===== src/rtl/fetch_seq_pkg.sv =====
// Shared types and constants for the instruction-fetch sequencer and decode hazard logic.
package fetch_pkg;

  typedef enum logic [1:0] {
    ST_IDLE,
    ST_FETCH,
    ST_HOLD,
    ST_WAIT_RESOLVE
  } fetch_state_t;

  localparam logic [6:0] OP_JAL    = 7'b1101111;
  localparam logic [6:0] OP_JALR   = 7'b1100111;
  localparam logic [6:0] OP_BRANCH = 7'b1100011;

  localparam int PC_STEP = 4;

endpackage


===== src/rtl/fetch_seq_if.sv =====
// Fetch-side bundle: imem request/ack, decode valid/ready, execute resolve and status.
interface fetch_seq_if #(
  parameter int XLEN = 32
) ();

  logic            fetch_en;
  logic            imem_req;
  logic [XLEN-1:0] imem_addr;
  logic            imem_ack;
  logic [XLEN-1:0] imem_rdata;
  logic            inst_valid;
  logic            inst_ready;
  logic [XLEN-1:0] inst_out;
  logic [XLEN-1:0] inst_pc;
  logic [XLEN-1:0] inst_pc4;
  logic            resolve_valid;
  logic            resolve_taken;
  logic [XLEN-1:0] resolve_target;
  logic            misalign;
  logic [31:0]     bubble_cnt;

  modport master (
    input  fetch_en,
    output imem_req, imem_addr,
    input  imem_ack, imem_rdata,
    output inst_valid,
    input  inst_ready,
    output inst_out, inst_pc, inst_pc4,
    input  resolve_valid, resolve_taken, resolve_target,
    output misalign, bubble_cnt
  );

  modport slave (
    output fetch_en,
    input  imem_req, imem_addr,
    output imem_ack, imem_rdata,
    input  inst_valid,
    output inst_ready,
    input  inst_out, inst_pc, inst_pc4,
    output resolve_valid, resolve_taken, resolve_target,
    input  misalign, bubble_cnt
  );

endinterface


===== src/rtl/fetch_seq_is_ctrl_xfer.sv =====
// Flags opcodes that redirect control flow (JAL, JALR, conditional branch).
module is_ctrl_xfer
  import fetch_pkg::*;
(
  input  logic [6:0] opcode,
  output logic       is_xfer
);

  assign is_xfer = (opcode == OP_JAL) || (opcode == OP_JALR) || (opcode == OP_BRANCH);

endmodule


===== src/rtl/fetch_seq.sv =====
// Instruction-fetch sequencer: owns the PC, runs the imem handshake and stalls
// fetch behind every control transfer until execute resolves it.
//
// state           | meaning
// ST_IDLE         | parked, no request; leaves when fetch_en is high
// ST_FETCH        | imem_req high at pc, waiting for imem_ack
// ST_HOLD         | instruction presented to decode, waiting for inst_ready
// ST_WAIT_RESOLVE | control transfer issued, waiting for resolve_valid
module fetch_seq
  import fetch_pkg::*;
#(
  parameter int              XLEN     = 32,
  parameter logic [XLEN-1:0] RESET_PC = 32'h0000_0000
) (
  input logic         CLK,
  input logic         RESET,
  fetch_seq_if.master bus
);

  localparam logic [XLEN-1:0] STEP = XLEN'(PC_STEP);

  fetch_state_t    state_q;
  fetch_state_t    state_d;
  logic [XLEN-1:0] pc_q;
  logic [XLEN-1:0] pc_d;
  logic [XLEN-1:0] inst_out_q;
  logic [XLEN-1:0] inst_pc_q;
  logic            misalign_q;
  logic            misalign_d;
  logic [31:0]     bubble_q;
  logic            capture;
  logic            hold_xfer;

  is_ctrl_xfer u_is_ctrl_xfer (
    .opcode  (inst_out_q[6:0]),
    .is_xfer (hold_xfer)
  );

  always_ff @(posedge CLK) begin
    if (RESET) begin
      state_q <= ST_IDLE;
    end else begin
      state_q <= state_d;
    end
  end

  always_comb begin
    state_d    = state_q;
    pc_d       = pc_q;
    capture    = 1'b0;
    misalign_d = 1'b0;
    case (state_q)
      ST_IDLE: begin
        if (bus.fetch_en) state_d = ST_FETCH;
      end
      ST_FETCH: begin
        if (bus.imem_ack) begin
          capture = 1'b1;
          state_d = ST_HOLD;
        end
      end
      ST_HOLD: begin
        if (bus.inst_ready) begin
          if (hold_xfer) begin
            state_d = ST_WAIT_RESOLVE;
          end else begin
            pc_d    = pc_q + STEP;
            state_d = bus.fetch_en ? ST_FETCH : ST_IDLE;
          end
        end
      end
      ST_WAIT_RESOLVE: begin
        if (bus.resolve_valid) begin
          // Target is forced word-aligned; the dropped low bits are reported once.
          if (bus.resolve_taken) begin
            pc_d       = {bus.resolve_target[XLEN-1:2], 2'b00};
            misalign_d = |bus.resolve_target[1:0];
          end else begin
            pc_d = pc_q + STEP;
          end
          state_d = bus.fetch_en ? ST_FETCH : ST_IDLE;
        end
      end
      default: state_d = ST_IDLE;
    endcase
  end

  always_ff @(posedge CLK) begin
    if (RESET) begin
      pc_q       <= RESET_PC;
      inst_out_q <= '0;
      inst_pc_q  <= '0;
      misalign_q <= 1'b0;
      bubble_q   <= '0;
    end else begin
      pc_q       <= pc_d;
      misalign_q <= misalign_d;
      if (capture) begin
        inst_out_q <= bus.imem_rdata;
        inst_pc_q  <= pc_q;
      end
      if ((state_q == ST_WAIT_RESOLVE) && (bubble_q != 32'hFFFF_FFFF)) begin
        bubble_q <= bubble_q + 32'd1;
      end
    end
  end

  assign bus.imem_req   = (state_q == ST_FETCH);
  assign bus.imem_addr  = pc_q;
  assign bus.inst_valid = (state_q == ST_HOLD);
  assign bus.inst_out   = inst_out_q;
  assign bus.inst_pc    = inst_pc_q;
  assign bus.inst_pc4   = inst_pc_q + STEP;
  assign bus.misalign   = misalign_q;
  assign bus.bubble_cnt = bubble_q;

endmodule


===== src/flat_wrapper.sv =====
// flat-port wrapper written by rule: the top's interface ports become plain ports
module fetch_seq_flat import fetch_pkg::*;
#(
  parameter int              XLEN     = 32,
  parameter logic [XLEN-1:0] RESET_PC = 32'h0000_0000
)
  (CLK, RESET, bus_fetch_en, bus_imem_req, bus_imem_addr, bus_imem_ack, bus_imem_rdata, bus_inst_valid, bus_inst_ready, bus_inst_out, bus_inst_pc, bus_inst_pc4, bus_resolve_valid, bus_resolve_taken, bus_resolve_target, bus_misalign, bus_bubble_cnt);
  fetch_seq_if #(.XLEN(XLEN)) bus_i ();
  input logic CLK;
  input logic RESET;
  input wire logic [$bits(bus_i.fetch_en)-1:0] bus_fetch_en;
  output wire logic [$bits(bus_i.imem_req)-1:0] bus_imem_req;
  output wire logic [$bits(bus_i.imem_addr)-1:0] bus_imem_addr;
  input wire logic [$bits(bus_i.imem_ack)-1:0] bus_imem_ack;
  input wire logic [$bits(bus_i.imem_rdata)-1:0] bus_imem_rdata;
  output wire logic [$bits(bus_i.inst_valid)-1:0] bus_inst_valid;
  input wire logic [$bits(bus_i.inst_ready)-1:0] bus_inst_ready;
  output wire logic [$bits(bus_i.inst_out)-1:0] bus_inst_out;
  output wire logic [$bits(bus_i.inst_pc)-1:0] bus_inst_pc;
  output wire logic [$bits(bus_i.inst_pc4)-1:0] bus_inst_pc4;
  input wire logic [$bits(bus_i.resolve_valid)-1:0] bus_resolve_valid;
  input wire logic [$bits(bus_i.resolve_taken)-1:0] bus_resolve_taken;
  input wire logic [$bits(bus_i.resolve_target)-1:0] bus_resolve_target;
  output wire logic [$bits(bus_i.misalign)-1:0] bus_misalign;
  output wire logic [$bits(bus_i.bubble_cnt)-1:0] bus_bubble_cnt;
  assign bus_i.fetch_en = bus_fetch_en;
  assign bus_imem_req = bus_i.imem_req;
  assign bus_imem_addr = bus_i.imem_addr;
  assign bus_i.imem_ack = bus_imem_ack;
  assign bus_i.imem_rdata = bus_imem_rdata;
  assign bus_inst_valid = bus_i.inst_valid;
  assign bus_i.inst_ready = bus_inst_ready;
  assign bus_inst_out = bus_i.inst_out;
  assign bus_inst_pc = bus_i.inst_pc;
  assign bus_inst_pc4 = bus_i.inst_pc4;
  assign bus_i.resolve_valid = bus_resolve_valid;
  assign bus_i.resolve_taken = bus_resolve_taken;
  assign bus_i.resolve_target = bus_resolve_target;
  assign bus_misalign = bus_i.misalign;
  assign bus_bubble_cnt = bus_i.bubble_cnt;
  fetch_seq #(.XLEN(XLEN), .RESET_PC(RESET_PC)) u_core (.CLK(CLK), .RESET(RESET), .bus(bus_i));
endmodule

===== config.mk =====
export PLATFORM = sky130hd
export DESIGN_NAME = fetch_seq_flat
export DESIGN_NICKNAME = d
export VERILOG_FILES = /design/src/rtl/fetch_seq_pkg.sv /design/src/rtl/fetch_seq_if.sv /design/src/rtl/fetch_seq_is_ctrl_xfer.sv /design/src/rtl/fetch_seq.sv /design/src/flat_wrapper.sv
export SDC_FILE = /design/constraint.sdc
export NUM_CORES = 1
export LEC_CHECK = 0
export BUFFER_PORTS_ARGS = -buffer_cell sky130_fd_sc_hd__buf_2
export CAP_MARGIN = 40
export CELL_PAD_IN_SITES_DETAIL_PLACEMENT = 1
export CELL_PAD_IN_SITES_GLOBAL_PLACEMENT = 2
export CORE_ASPECT_RATIO = 1.4
export CORE_MARGIN = 3
export CORE_UTILIZATION = 27
export CTS_CLUSTER_DIAMETER = 80
export DETAILED_ROUTE_END_ITERATION = 7
export PLACE_DENSITY = 0.83
export SLEW_MARGIN = 10
export SYNTH_ARGS = -nofsm -noshare
export SYNTH_HDL_FRONTEND = slang
export SYNTH_SLANG_ARGS = --single-unit

===== constraint.sdc =====
create_clock -name CLK -period 2.69 [get_ports CLK]
set_clock_uncertainty 0.1 [all_clocks]
set_input_delay 0.4035 -clock CLK [delete_from_list [all_inputs] [get_ports CLK]]
set_output_delay 0.4035 -clock CLK [all_outputs]
set_load 0.01 [all_outputs]

Yosys cells after proc, flatten, opt, wreduce, memory -nomap -nowiden
Index checks and enable logic that the tools add are counted.
{"block": "word_totals", "reg_bits": 131}
{"block": "op_classes", "n_addsub": 3, "n_eq_ne": 12, "mux": 14, "n_bitwise": 3, "n_reduce_logical": 9}
{"operator": "$mux W32", "n": 4}
{"operator": "$add A32 B3 Y32 const B", "n": 2}
{"operator": "$pmux W32 S2", "n": 1}
{"operator": "$add A32 B1 Y32 const B", "n": 1}
{"operator": "$ne A32 B32 Y1 const B", "n": 1}
{"operator": "$eq A7 B7 Y1 const B", "n": 3}
{"operator": "$mux W2", "n": 5}
{"operator": "$pmux W2 S4", "n": 1}
{"operator": "$reduce_and A4 Y1", "n": 2}
{"operator": "$ne A2 B2 Y1 const B", "n": 3}
{"operator": "$eq A2 B2 Y1 const B", "n": 2}
{"operator": "$ne A2 B1 Y1 const B", "n": 2}
{"operator": "$reduce_or A4 Y1", "n": 1}
{"operator": "$mux W1", "n": 3}
{"operator": "$not A1 Y1", "n": 3}
{"operator": "$eq A2 B1 Y1 const B", "n": 1}
{"operator": "$logic_not A2 Y1", "n": 1}
{"operator": "$logic_or A1 B1 Y1", "n": 2}
{"operator": "$reduce_bool A2 Y1", "n": 1}
{"operator": "$reduce_or A2 Y1", "n": 1}
{"operator": "$logic_and A1 B1 Y1", "n": 1}

Logic depth before layout (Yosys ltp)
Gate-level depths: netlist (run 1).
{"block": "depth", "ltp_word": 6, "mapped_depth": 8, "ltp_nobuf": 6}

By module
From an unflattened synthesis (run 1), not the netlist that was laid out.
{"block": "unflattened", "hier_cells": 861, "area_unflattened_um2": 6591.3}
{"mod": "fetch_seq", "n_inst": 1, "cells_each": 857, "area_per_inst_um2": 6556.3, "seq_area_each_um2": 2542.4}
{"mod": "is_ctrl_xfer", "n_inst": 1, "cells_each": 4, "area_per_inst_um2": 35.0, "seq_area_each_um2": 0.0}

Least setup slack after synthesis (run 1)
OpenSTA, ideal clock, no wires.
{"block": "synth_timing", "kind": "register to output", "startpoint": "register u_core.inst_pc_q[2] (netlist: u_core.bus.inst_pc[2])", "endpoint": "output port bus_inst_pc4[26]", "arrival_ps": 2002, "required_time_ps": 2187, "path_slack_ps": 184, "path_stages_with_launch": 7, "path_buffers": 0, "cell_sequence": "dfxtp_1 -> ha_1 -> nand2_1 -> nor4_1 -> and2_1 -> nor3b_1 -> xor2_1"}
{"block": "synth_via", "elab_chain_cells": 1}
{"element": "start: declaration", "line_no": "fetch_seq.sv:27", "source": "logic [XLEN-1:0] inst_pc_q;"}
{"element": "start signal: assignment", "line_no": "fetch_seq.sv:100", "source": "inst_pc_q <= pc_q;"}
{"element": "$add A32 B3 Y32", "line_no": "fetch_seq.sv:113", "source": "assign bus.inst_pc4 = inst_pc_q + STEP;"}
{"element": "end: declaration", "line_no": "flat_wrapper.sv:20", "source": "output wire logic [$bits(bus_i.inst_pc4)-1:0] bus_inst_pc4;"}
No other way between the ends.

Worst setup path after layout (run 1)
{"block": "layout_timing", "startpoint": "register u_core.inst_pc_q[11] (netlist: u_core.bus.inst_pc[11])", "endpoint": "output port bus_inst_pc4[26]"}
The elaborated chain is that of the path after synthesis.

==> flow_summary.toml, run 1 <==
[status]
outcome = "finished clean"

[critical_path]
end_kind = "output pin"
reg2reg_from = "u_core.bus.bubble_cnt[0]"
crit_fanout = 4
required_ns = 2.19
regToRegEndpoint = "u_core.bus.bubble_cnt[22]"
arrival_ns = 2.06
cpMaxStageDelayCell = "dfxtp_1"
path_cells = "nand4_1 -> buf_4 -> nor4_4 -> and2_4 -> nor3b_2 -> xor2_1 -> buf_2"
critPathKind = "register to output pin"
reg2reg_slack_ns = 0.14
reg2reg_depth = 6
start_kind = "register"
slowest_delay_ns = 0.40

[placement]
hpwl_um = 17400
globalplace.congestion = 0.788
port-buffer-count = 227
post_dp_cell_area_um2 = 7910

[worst_hold_path]
worstHoldPathType = "input port to register"
whs_endpoint = "u_core.bus.inst_out[0]"
min_path_cells = 3
worstHoldStart = "bus_imem_rdata[0]"

[synth]
synthesis.area_um2 = 6310
synth_edf_count = 0
yosys_most_used_dff = "dfxtp_1"
yosys_register_bits = 127
synth.top_cell.area_share_pct = 40.3
syn_area_per_cell_um2 = 7.62
synthArstFlopShare_pct = 0
synth_top_area_cell = "dfxtp_1"
synth.yosys.seq_area_share_pct = 40.3
synthTopCellsByArea = "dfxtp_1 (40%), nand2_1 (11%), a21oi_1 (8.5%)"
yosysWarnings = 0
synthCells = 828
ys_types = 61

[flow_run]
cap_violations = 0

[cells_and_area]
multiInputGateArea_um2 = 3570
final_layout_size_suffix_gt1_share_pct = 31.7
finish.net_count = 1133
nFillCells = 2861
final_cell_mix = "buf_2 (226), nand2_1 (176), dfxtp_1 (111)"
design_area_um2 = 8690
final_util_pct = 38.1
layout_commonest_cell = "buf_2"
area_growth_pct = 37.6
register_area_um2 = 2560

[clock_tree]
cts-root-buf = "clkbuf_16"
clk_latency_ns = 0.42
cts_made_buffers = 17
tritoncts = "yes"
cts_sinks = 127
cts-htree-levels = 4
clock_path_buffers = 2
path_clk_slew_ns = 0.06
postCtsHoldBufs = 0

[sta]
slew_headroom_pct = 43.3
setup_viol = 0
whs_ns = 0.115
fin_crit_sh_pct = 95.2
final_max_slew_viol_count = 0
tns_ns = 0
period_needed_ns = 2.56
worstMarginPinSlew_ns = 0.851
hold_viol = 0
fmax_mhz = 390

[global_route]
grt_pass1_vias = 6898
grt_usage_pct = 18.4
grt_antenna_before_repair = 6
grt_max_degree = 74
gr-total-overflow = 0
grt_pass1_wl_um = 37400

[die]
die_area_um2 = 25300
die_h_um = 187
initial_core_util_pct = 27.7
rows = 65
core_area_um2 = 22800
die_w_um = 135
ios = 234

[detailed_routing]
vias = 6884
dr.pass1.iters = 4
wirelength_um = 23700
via_per_inst = 5.01
detail-route-antenna-nets = 0
drt_iter0_drc = 313
drc = 0
post_drt_wl_per_cell_um = 17.2

[pwr]
total_leakage_power_nw = 3.60
intPower_w = 0.00389
power.density_nw_per_um2 = 577
p_seq_share_pct = 38.7
power_switching_w = 0.00113
total_power_w = 0.00502
irDropWorstVdd_mv = 0.359
pwr-share-comb_pct = 6.3
clkPwrFrac_pct = 55.0
switching_share_pct = 22.5
-- stage by stage --
stage,worst slack [ns],std cells
CTS,0.00140,1372
global route,-0.00292,1374
detailed placement,0.168,1340
finish,0.128,1374
floorplan,0.184,833
global placement,0.273,1339
-- metal layers --
metal  vias to the layer above  track usage (%)  wire length (µm)
li1                       3399                -                 -
met1                      3268             20.7              9460
met2                       163             33.4             12400
met3                        44             4.01              1130
met4                        10             7.33               663
met5                         -                0                51
-- power by group through the flow --
stage | Combinational (W) | Sequential, W | Clock, W
after floorplan | 0.000162 | 0.00199 | 0
after global placement | 0.000316 | 0.00198 | 0
after detailed placement | 0.000320 | 0.00198 | 0
after CTS | 0.000321 | 0.00194 | 0.00282
after global routing | 0.000350 | 0.00195 | 0.00290
final | 0.000314 | 0.00194 | 0.00276
-- what timing repair did --
item                                    CTS  global route
pin swaps                                 1             3
gates resized for setup                   9            19
endpoints found under the hold margin     0             0
buffers inserted                          0             1
endpoints found under the setup margin   12            10
-- flip-flops by register name, indices dropped and copies added (netlist names) --
name                   count
u_core.state_q             2
u_core.bus.misalign        1
u_core.bus.inst_out       32
u_core.bus.imem_addr      30
u_core.bus.inst_pc        30
u_core.bus.bubble_cnt     32
-- synthesized netlist by cell type (3+ instances only) --
library cell	count
and4_1	7
and3_1	14
mux2_2	5
nor4_1	10
clkbuf_1	48
nand4_1	27
nand2_1	177
xnor2_1	23
a22oi_1	5
mux2i_1	3
buf_4	7
a311oi_1	3
ha_1	3
a211oi_1	9
a21oi_1	107
a31o_2	3
o21ai_0	41
nand3b_1	3
nor2_1	44
nor3_1	11
inv_1	10
and2_1	4
o32ai_1	3
a2bb2oi_1	3
o22ai_1	3
dfxtp_1	127
a31oi_1	3
nor2b_1	7
or3_1	26
xor2_1	9
nand3_1	39
-- final cells by class --
| cell class | instances | area share (%) |
|---|---|---|
| Tap cell | 301 | 4.34 |
| Multi-Input combinational cell | 640 | 41.1 |
| Clock inverter | 14 | 3.01 |
| Timing Repair Buffer | 263 | 16.5 |
| Antenna cell | 1 | 0.0288 |
| Inverter | 10 | 0.432 |
| Clock buffer | 18 | 5.06 |
| Sequential cell | 127 | 29.5 |
-- logic make-up (layout without fill, tap and decap cells) --
kind of cell | Yosys count | count (layout) | synth area share, %
and+or+nand+nor | 385 | 385 | 29.6
xor gates and xnor gates | 32 | 32 | 4.44
AOI/OAI and AO/OA | 206 | 206 | 19.3
adders and majority gates | 3 | 3 | 0.595
other | 1 | 7 | 0.0594
DFF | 127 | 127 | 40.3
muxes | 8 | 8 | 1.37
buffers and inverters | 66 | 305 | 4.36
-- worst max-delay path by stage --
stage,slack [ns],cells after the start,endpoint,startpoint
floorplan,0.18,6,bus_inst_pc4[26],u_core.bus.inst_pc[2]
global placement,0.27,6,u_core.bus.bubble_cnt[22],u_core.bus.bubble_cnt[0]
detailed placement,0.17,6,u_core.bus.bubble_cnt[22],u_core.bus.bubble_cnt[0]
CTS,0.001,7,bus_inst_pc4[31],u_core.bus.inst_pc[20]
global route,-0.003,7,bus_inst_pc4[26],u_core.bus.inst_pc[11]
finish,0.13,7,bus_inst_pc4[26],u_core.bus.inst_pc[11]
-- critical path: cells and delay by family (launching register included) --
family	cells	cell delay, ns
flip-flops	1	0.40
AND/OR/NAND/NOR	4	0.74
XOR/XNOR	1	0.16
buffers and inverters	2	0.32
Note: power is estimated with default switching activity, not from simulation.
==> inputs of run 2 (changes only) <==
--- a/config.mk
+++ b/config.mk
@@ -5,7 +5,8 @@
 export SDC_FILE = /design/constraint.sdc
 export NUM_CORES = 1
 export LEC_CHECK = 0
-export BUFFER_PORTS_ARGS = -buffer_cell sky130_fd_sc_hd__buf_2
+export ABC_AREA = 1
+export BUFFER_PORTS_ARGS = -buffer_cell sky130_fd_sc_hd__buf_4
 export CAP_MARGIN = 40
 export CELL_PAD_IN_SITES_DETAIL_PLACEMENT = 1
 export CELL_PAD_IN_SITES_GLOBAL_PLACEMENT = 2
@@ -14,7 +15,7 @@
 export CORE_UTILIZATION = 27
 export CTS_CLUSTER_DIAMETER = 80
 export DETAILED_ROUTE_END_ITERATION = 7
-export PLACE_DENSITY = 0.83
+export PLACE_DENSITY = 0.84
 export SLEW_MARGIN = 10
 export SYNTH_ARGS = -nofsm -noshare
 export SYNTH_HDL_FRONTEND = slang
==> run 2 against run 1 <==
Compared with the run above: first-iteration DRC count decreased by 16%; count of clock-buffer cells in the layout increased by 4; register-to-register slack improved by 0.48 ns; design area increased by 18%; die area increased by 19%; final cell count increased by 29%; power increased by 25%; via count increased by 23%; sequential power increased by 18%; critical path type unchanged; largest power group is now registers.
==> flow_summary.toml, run 2 <==
[status]
outcome = "finished clean"

[synth]
synth.yosys.seq_area_share_pct = 33.6
synthCells = 1181
synthArstFlopShare_pct = 0
synth.top_cell.area_share_pct = 33.6
yosys_register_bits = 127
yosysWarnings = 0
yosys_most_used_dff = "dfxtp_1"
synth_edf_count = 0
synthTopCellsByArea = "dfxtp_1 (34%), nand2_1 (18%), nor2_1 (8.0%)"
yosys.cell_count.top_type = "nand2_1"
synth_top_area_cell = "dfxtp_1"
ys_top_cells_by_count = "nand2_1 (355), nor2_1 (162), dfxtp_1 (127), a21oi_1 (96), nand3_1 (83)"
ys_types = 44
synthesis.area_um2 = 7570
syn_area_per_cell_um2 = 6.41

[die]
die_area_um2 = 30100
die_w_um = 148
core_area_um2 = 27300
ios = 234
initial_core_util_pct = 27.8
die_h_um = 204
rows = 71

[clock_tree]
clock_path_buffers = 2
tritoncts = "yes"
cts_made_buffers = 17
cts_sinks = 127
postCtsHoldBufs = 0
cts-htree-levels = 4
cts-root-buf = "clkbuf_16"
path_clk_slew_ns = 0.06
clk_latency_ns = 0.43

[detailed_routing]
dr.pass1.iters = 5
detail-route-antenna-nets = 0
via_per_inst = 4.77
drc = 0
vias = 8474
post_drt_wl_per_cell_um = 17.1
drt_iter0_drc = 263
wirelength_um = 30300

[critical_path]
slowest_delay_ns = 0.38
end_kind = "output pin"
critPathKind = "register to output pin"
arrival_ns = 2.07
crit_top_cell = "nand2_1"
cpMaxStageDelayCell = "dfxtp_2"
required_ns = 2.19
crit_fanout = 5
path_cells = "nand2_1 -> nor3_1 -> nand2_1 -> inv_1 -> nand3_1 -> xor2_1 -> buf_4"
start_kind = "register"

[placement]
dp_slack_ns = 0.396
globalplace.congestion = 0.873
post_dp_cell_area_um2 = 9610
hpwl_um = 23600
port-buffer-count = 227
dp.cells = 1744

[cells_and_area]
final_util_pct = 37.6
final_layout_size_suffix_gt1_share_pct = 25.5
design_area_um2 = 10300
n_antenna_cell = 0
layout_commonest_cell = "nand2_1"
final_cell_mix = "nand2_1 (353), buf_4 (249), nor2_1 (162)"
area_growth_pct = 35.4
finish.net_count = 1474
stdcell_count = 1778

[global_route]
grt_antenna_before_repair = 0
grt_pass1_vias = 8696
grt_max_degree = 68
grt_pass1_wl_um = 47000
gr-total-overflow = 0
grt_usage_pct = 19.6

[pwr]
total_leakage_power_nw = 4.09
total_power_w = 0.00629
irDropWorstVdd_mv = 0.366
power.density_nw_per_um2 = 613

[worst_hold_path]
worstHoldPathType = "input port to register"

[sta]
rsz0062_at_grt = "yes"
hold_viol = 0
setup_ws_ns = 0.116
fmax_mhz = 388
setup_viol = 0
worstMarginPinSlew_ns = 0.733
period_needed_ns = 2.57
fin_crit_sh_pct = 95.7
final_max_slew_viol_count = 0
slew_headroom_pct = 51.1

[flow_run]
cap_violations = 0
==> run 2: cell types whose count changed after synthesis, sizes merged, moves of 17 or more <==
| cell | change |
|---|---|
| clkbuf | -20 |
| nor2 | +130 |
| inv | +75 |
| xor2 | +24 |
| buf | +19 |
| nand2 | +192 |
| nand3 | +46 |
| xnor2 | -17 |
| or3 | -26 |
==> run 2: cell type report <==
class	count	area, µm²
fill	3556	17000
multi-input combinational	919	4470
sequential	127	2550
timing repair buffer	250	1890
clock buffer	22	474
tap	365	457
inverter	85	322
clock inverter	10	87.6
==> run 2: per-stage QoR <==
step	setup TNS (ns)	hold slack, ns
global route	-0.00236	0.132
detailed placement	0	0.354
finish	0	0.143
CTS	-0.0106	0.119
floorplan	0	0.384
global placement	0	0.349
==> run 2: path summary, 6_finish.rpt <==
kind                                 start                        to  slack (ns)  cells after the start
setup / recovery     u_core.bus.inst_pc[8]          bus_inst_pc4[30]        0.12                      7
hold reg to reg     u_core.bus.inst_out[9]    u_core.bus.inst_out[9]        0.36                      2
hold / removal       bus_resolve_target[0]       u_core.bus.misalign        0.14                      2
setup reg to reg  u_core.bus.bubble_cnt[1]  u_core.bus.bubble_cnt[6]        0.62                     10
==> run 2: metal layers <==
layer / vias to the layer above / global-route usage (%) / part of all wire, %
met5: - / 0 / 0
met4: 0 / 4.90 / 1.6
met3: 31 / 4.79 / 5.1
met2: 178 / 37.1 / 53
met1: 4041 / 21.8 / 40
li1: 4224 / - / -
==> run 2: power breakdown <==
group	total [W]	internal (W)	switching, W	leakage [nW]
logic	0.00175	0.000683	0.00106	2.79
registers	0.00228	0.00208	0.000206	1.03
clock network	0.00226	0.00134	0.000921	0.276
==> run 2: what timing repair did <==
action                                  4_1_cts  5_1_grt
buffers inserted                              0        2
gates resized for setup                       6       14
gates cloned                                  0        0
pin swaps                                     0        4
endpoints found under the setup margin        5       11
==> run 2: critical path, delay by kind of cell, from the launching register on <==
| kind | cells | cell delay, ns |
|---|---|---|
| buffers and inverters | 2 | 0.27 |
| flip-flops | 1 | 0.38 |
| XOR/XNOR | 1 | 0.18 |
| AND/OR/NAND/NOR | 4 | 0.81 |
==> run 2: kinds of logic (layout without fill, tap and decap cells) <==
logic type	Yosys count	after routing	synth area share (%)
compound gates	183	183	13.7
flops	127	127	33.6
buf+inv	140	367	8.44
other cells	1	6	0.0495
xor+xnor	39	39	4.51
simple gates	688	688	39.2
fa+ha+maj	3	3	0.496
